**src/rtl/count8_timer_ctrl_pkg.sv**
```systemverilog
// Shared encodings for the count8 interval timer controller.
// The FSM state encoding, terminal count and mode values live here for reuse.
package count8_timer_ctrl_pkg;

   typedef enum logic [1:0] {
      StIdle = 2'd0,
      StLoad = 2'd1,
      StRun  = 2'd2,
      StDone = 2'd3
   } state_t;

   localparam logic [7:0] TERM_CNT      = 8'hFF;
   localparam logic       MODE_ONESHOT  = 1'b0;
   localparam logic       MODE_PERIODIC = 1'b1;

   // Counter is loaded with -period so it reaches TERM_CNT after exactly period cycles.
   function automatic logic [7:0] load_value(input logic [7:0] per);
      return ~per + 8'd1;
   endfunction

endpackage

```
**src/rtl/count8_timer_ctrl_count8a.sv**
```systemverilog
// 8-bit loadable up-counter datapath; Load takes priority over En.
module count8a (
   input  logic       Clk,
   input  logic       Res,
   input  logic       En,
   input  logic       Load,
   input  logic [7:0] cnt_in,
   output logic [7:0] cnt
);

   logic [7:0] r_cnt;

   always_ff @(posedge Clk or posedge Res) begin
      if (Res) begin
         r_cnt <= 8'h00;
      end else if (Load) begin
         r_cnt <= cnt_in;
      end else if (En) begin
         r_cnt <= r_cnt + 8'd1;
      end
   end

   assign cnt = r_cnt;

endmodule

```
**src/rtl/count8_timer_ctrl.sv**
```systemverilog
// Programmable interval timer built around count8a: loads -period, counts up to FF,
// emits a tick, then reloads (periodic) or finishes with a done pulse (one-shot).
module count8_timer_ctrl
   import count8_timer_ctrl_pkg::*;
(
   input  logic       Clk,
   input  logic       Res,
   input  logic       start,
   input  logic       stop,
   input  logic       hold,
   input  logic       mode,
   input  logic [7:0] period,
   output logic       busy,
   output logic       tick,
   output logic       done,
   output logic [7:0] cnt
);

   state_t     r_state;
   logic [7:0] r_per;
   logic       r_mode;
   logic       r_busy;
   logic       r_done;

   logic       w_term;
   logic       w_load;
   logic       w_en;
   logic [7:0] w_cnt_in;
   logic [7:0] w_cnt;

   // Terminal count only counts while running, not held and not being aborted.
   always_comb begin
      w_term   = (r_state == StRun) && !stop && !hold && (w_cnt == TERM_CNT);
      w_load   = (r_state == StLoad) || (w_term && (r_mode == MODE_PERIODIC));
      w_en     = (r_state == StRun) && !stop && !hold && !w_term;
      w_cnt_in = load_value(r_per);
   end

   always_ff @(posedge Clk or posedge Res) begin
      if (Res) begin
         r_state <= StIdle;
         r_per   <= 8'h00;
         r_mode  <= MODE_ONESHOT;
         r_busy  <= 1'b0;
         r_done  <= 1'b0;
      end else begin
         r_done <= 1'b0;
         unique case (r_state)
            StIdle: begin
               if (start && !stop) begin
                  r_per   <= period;
                  r_mode  <= mode;
                  r_state <= StLoad;
                  r_busy  <= 1'b1;
               end
            end
            StLoad: begin
               if (stop) begin
                  r_state <= StIdle;
                  r_busy  <= 1'b0;
               end else begin
                  r_state <= StRun;
               end
            end
            StRun: begin
               if (stop) begin
                  r_state <= StIdle;
                  r_busy  <= 1'b0;
               end else if (w_term && (r_mode == MODE_ONESHOT)) begin
                  r_state <= StDone;
                  r_done  <= 1'b1;
               end
            end
            StDone: begin
               r_state <= StIdle;
               r_busy  <= 1'b0;
            end
         endcase
      end
   end

   count8a u_count8a (
      .Clk    (Clk),
      .Res    (Res),
      .En     (w_en),
      .Load   (w_load),
      .cnt_in (w_cnt_in),
      .cnt    (w_cnt)
   );

   assign busy = r_busy;
   assign done = r_done;
   assign tick = w_term;
   assign cnt  = w_cnt;

endmodule

```
**config.mk**
```make
export PLATFORM = sky130hd
export DESIGN_NAME = count8_timer_ctrl
export DESIGN_NICKNAME = d
export VERILOG_FILES = /design/src/rtl/count8_timer_ctrl_pkg.sv /design/src/rtl/count8_timer_ctrl_count8a.sv /design/src/rtl/count8_timer_ctrl.sv
export SDC_FILE = /design/constraint.sdc
export NUM_CORES = 1
export LEC_CHECK = 0
export CORE_MARGIN = 1.5
export CORE_UTILIZATION = 54
export CTS_CLUSTER_SIZE = 40
export DETAILED_ROUTE_END_ITERATION = 10
export PLACE_DENSITY = 0.83
export SYNTH_ARGS = -nofsm -noshare
export SYNTH_HDL_FRONTEND = slang
export SYNTH_SLANG_ARGS = --single-unit
```
**constraint.sdc**
```tcl
create_clock -name Clk -period 5.4 [get_ports Clk]
set_input_delay 0.81 -clock Clk [delete_from_list [all_inputs] [get_ports Clk]]
set_output_delay 0.81 -clock Clk [all_outputs]
set_load 0.05 [all_outputs]
```
[Word-level counts from Yosys, hierarchy flattened]
Index checks and enable logic that the tools add are counted.
Storage, ports and cells
  bits in registers: 21
  word-level logic and storage cells: 47
  output and inout port bits: 11
  input port bits: 14
Cells by class
  bitwise gates (word level): 2
  eq/ne operators: 7
  multiplexer cells: 13
  add/subtract/negate cells: 2
  reductions and logical operators: 17
Operators with widths (number)
  adder 8 x 1 -> 8 bit, second input constant: 2
  two-way mux 8 bit: 2
  == test 8 bit, second input constant: 1
  two-way mux 2 bit: 4
  inverter 8 bit: 1
  one-hot mux 2 bit (4 select lines): 1
  logical AND 1 bit: 7
  AND reduction 2 bit: 3
  two-way mux 1 bit: 5
  == test 2 bit, second input constant: 2
  logical NOT 1 bit: 3
  != test 3 x 2 -> 1 bit, second input constant: 1
  one-hot mux 1 bit (3 select lines): 1
  == test 2 x 1 -> 1 bit, second input constant: 1
  logical NOT 2 bit: 1
  != test 2 x 1 -> 1 bit, second input constant: 1
  != test 2 bit, second input constant: 1
  nonzero test 2 bit: 1
  OR reduction 2 bit: 1
  logical OR 1 bit: 1
  inverter 1 bit: 1

[Logic depth before layout (Yosys ltp)]
  word-level depth: 8
  gate-level depth with buffers: 12
  depth with buffers taken out: 11

[Cells and area by module]
A second synthesis with hierarchy kept.
Unflattened totals
  cells, all modules: 121
  area total of the unflattened synthesis: 1231.2 µm²
By module, submodules not included
  count8_timer_ctrl: seq. area each 325.3 µm², instances 1, cells an instance 71, area an instance 785.8 µm²
  count8a: seq. area each 200.2 µm², instances 1, cells an instance 50, area an instance 445.4 µm²

[Worst setup path before layout]
Ideal clock, no wire load.
  kind: input to output
  start: input stop
  end: output tick
  arrival: 2291 ps
  slack: 2299 ps
  cell stages on the path: 2
  required time: 4590 ps
  path buffers: 0
  path through: or3b_1 nor3_1
Between the ends
  cells in the longest elaborated chain, start to end: 4
Ends and longest elaborated chain
  start, declared: RTL line count8_timer_ctrl.sv:9  | input logic stop,
  logical NOT 1 bit: RTL line count8_timer_ctrl.sv:33  | w_term = (r_state == StRun) && !stop && !hold && (w_cnt == TERM_CNT);
  logical AND 1 bit (3 in series): RTL line count8_timer_ctrl.sv:33
  end, declared: RTL line count8_timer_ctrl.sv:14  | output logic tick,
No other way between the ends.

[Worst setup path after layout]
Ends and elaborated chain as after synthesis.

==> results.py <==
metrics = {
    "timing": {
        "finalSetupTns_ps": 0,
        "fmax_ghz": 0.277,
        "finalHoldViolCount": 0,
        "setup_viol": 0,
        "tightest_slew_ps": 806,
        "rsz0062_at_grt": "no",
        "relSlewSlack_pct": 46.2,
        "final.setup_skew_ps": 1.73,
        "slew_violations": 0,
        "post-route-period-util_pct": 66.9,
        "min_period_ps": 3610,
    },
    "route": {
        "drcViolationCount": 0,
        "viasPerCell": 5.98,
        "routedWlPerCell_microns": 14.4,
        "drt_iter0_drc": 28,
        "vias": 1034,
        "wirelength_microns": 2500,
        "ant_nets": 0,
        "drt_first_pass_iters": 4,
    },
    "synth": {
        "synth_edf_count": 0,
        "synth_mux_area_share_pct": 13.5,
        "yosys-top-cells-area": "dfrtp_1 (42%), mux2_2 (8.1%), ha_1 (5.0%)",
        "netlist-cell-type-count": 43,
        "synth_nets": 138,
        "ys_seq_area_share_pct": 42.3,
        "synthFlopType": "dfrtp_1",
        "synth_fa_ha_area_share_pct": 5.03,
        "synth_xor_area_share_pct": 2.82,
        "synth.largest_area_cell": "dfrtp_1",
        "synth-seq-cells": 21,
        "yosysMostFrequentCell": "dfrtp_1",
        "synthSimpleGateAreaFrac_pct": 18.7,
        "ys_top_cells_by_count": "dfrtp_1 (21), mux2_2 (9), inv_1 (7)",
        "synth_top_area_share_pct": 42.3,
        "ys_warn_count": 0,
        "avgSynthCellArea_sq_um": 10.5,
        "synth-compound-area-share_pct": 14.0,
        "synth_top_family_by_area": "simple AND/OR/NAND/NOR gates",
        "postSynthCellCount": 119,
        "netlist_area_sq_mm": 0.00124,
        "async_flop_share_pct": 100,
    },
    "grt": {
        "grt_pass1_vias": 969,
        "track_usage_pct": 21.8,
        "grt_max_degree": 22,
        "overflow": 0,
        "antenna_found_initial": 0,
        "grt_pass1_wl_microns": 4310,
    },
    "placed_design": {
        "placed_area_sq_mm": 0.00151,
        "globalplace.congestion": 0.863,
        "port_buffers": 24,
        "hpwl_microns": 1930,
    },
    "pwr": {
        "design_power_total_mw": 0.976,
        "ir_drop_mv": 0.352,
        "powerDensity_mw_per_mm2": 636,
        "power.leakage_nw": 0.640,
    },
    "clock_tree": {
        "cts_tree": "built",
        "clock_path_buffers": 2,
        "clk_pin_slew_ps": 110,
        "cts_buffers": 3,
        "worstSkewPairLatency_ps": 290,
        "cts_setup_buffers": 0,
        "cts.sinks": 21,
        "cts_hold_buf": 0,
        "htreeDepth": 1,
        "post_cts_resized": 0,
        "root_buffer": "clkbuf_4",
    },
    "layout": {
        "multi_input_comb_area_sq_um": 672,
        "antenna_cells": 0,
        "n_fill_cell": 166,
        "fin_util_pct": 70.0,
        "register_area_sq_um": 526,
        "nets": 165,
        "syn_to_final_growth_pct": 23.2,
        "finalInstanceArea_sq_mm": 0.00153,
        "drive_above_1_share_pct": 10.3,
    },
    "critical_path": {
        "cp_max_fo": 7,
        "startpoint_type": "input port",
        "end_kind": "output port",
        "cp.required_ps": 4590,
        "worstSetupPathType": "input port to output port",
        "arrival_ps": 2800,
    },
    "flow_run": {
        "drv_cap": 0,
    },
    "floorplan": {
        "core_region_area_sq_mm": 0.00219,
        "dieWidth_microns": 51.0,
        "dieArea_sq_mm": 0.00260,
        "rows": 17,
        "initial_core_util_pct": 56.8,
        "io_pins": 25,
        "die_h_microns": 51.0,
    },
    "status": {
        "outcome": "finished clean",
    },
    "min_path": {
        "min-delay-path-class": "flip-flop to flip-flop",
    },
}
==> cells by family (layout without fill, tap and decap cells) <==
kind of cell / after synthesis / after routing
xor gates and xnor gates: 4 / 4
buffers and inverters: 10 / 36
AOI/OAI and AO/OA: 24 / 24
DFF: 21 / 21
and+or+nand+nor: 40 / 40
muxes: 15 / 15
adders and majority gates: 5 / 5
==> where the power goes <==
| group | switching (mW) | internal (mW) | total (mW) | leakage [nW] |
|---|---|---|---|---|
| Sequential | 0.0896 | 0.234 | 0.324 | 0.251 |
| Combinational | 0.324 | 0.253 | 0.577 | 0.374 |
| Clock | 0.0462 | 0.0287 | 0.0748 | 0.0150 |
| Total | 0.460 | 0.516 | 0.976 | 0.640 |
==> worst max-delay path, cell delays in order <==
cell and delay (ps):
clkdlybuf4s50_1 510, or3b_1 480, nor3_1 160, clkdlybuf4s50_1 830
==> state kept, by name, indices dropped and copies added (netlist names) <==
| register | flops |
|---|---|
| r_mode | 1 |
| busy | 1 |
| done | 1 |
| r_state | 2 |
| r_per | 8 |
| u_count8a.cnt | 8 |
==> area by class of cell <==
class                           count  share of cell area (%)
Clock buffer                        4                    1.71
Inverter                            7                    1.71
Multi-Input combinational cell     88                    43.8
Sequential cell                    21                    34.3
Tap cell                           28                    2.29
Timing Repair Buffer               25                    16.2
==> layer usage <==
metal	track usage, %	routed length (microns)	vias up
li1	-	-	496
met1	29.9	1060	483
met2	36.8	1240	49
met3	3.51	174	6
met4	3.60	27	0
met5	0	0	-
==> through the flow <==
step | setup slack, ps | instances | hold slack (ps)
floorplan | 2300 | 119 | 485
global placement | 1850 | 169 | 476
detailed placement | 1800 | 169 | 493
CTS | 1810 | 173 | 520
global route | 1700 | 173 | 548
finish | 1790 | 173 | 514
==> cell usage in the layout (no fill, tap or decap), types with 2 or more instances in the layout <==
| master | n |
|---|---|
| nand4_1 | 2 |
| dfrtp_1 | 21 |
| a41oi_1 | 2 |
| clkdlybuf4s50_1 | 24 |
| clkbuf_4 | 3 |
| mux2_2 | 9 |
| nor4_1 | 3 |
| nor3_1 | 5 |
| a211oi_1 | 3 |
| ha_1 | 5 |
| xnor2_1 | 3 |
| nand3_1 | 3 |
| inv_1 | 7 |
| nand2_1 | 5 |
| nor3b_1 | 2 |
| and3_1 | 3 |
| mux2i_1 | 4 |
| o21ai_0 | 4 |
| a2bb2oi_1 | 2 |
| nor2_1 | 5 |
| nand2b_1 | 4 |
| o21ai_1 | 4 |
==> worst paths after layout <==
| check | depth (start not counted) | slack [ps] | startpoint | endpoint |
|---|---|---|---|---|
| max in group asynchronous | 2 | 3950 | Res | r_per[5]$_DFFE_PP0P_ |
| worst max-delay path | 4 | 1790 | stop | tick |
| worst min register to register | 1 | 510 | busy$_DFFE_PP0P_ | busy$_DFFE_PP0P_ |
| min in group asynchronous | 2 | 960 | Res | busy$_DFFE_PP0P_ |
| worst min-delay path | 1 | 510 | busy$_DFFE_PP0P_ | busy$_DFFE_PP0P_ |
| worst max register to register | 11 | 2810 | r_state[0]$_DFFE_PP0P_ | u_count8a.cnt[6]$_DFFE_PP0P_ |
Power figures use the tool's default switching activity.
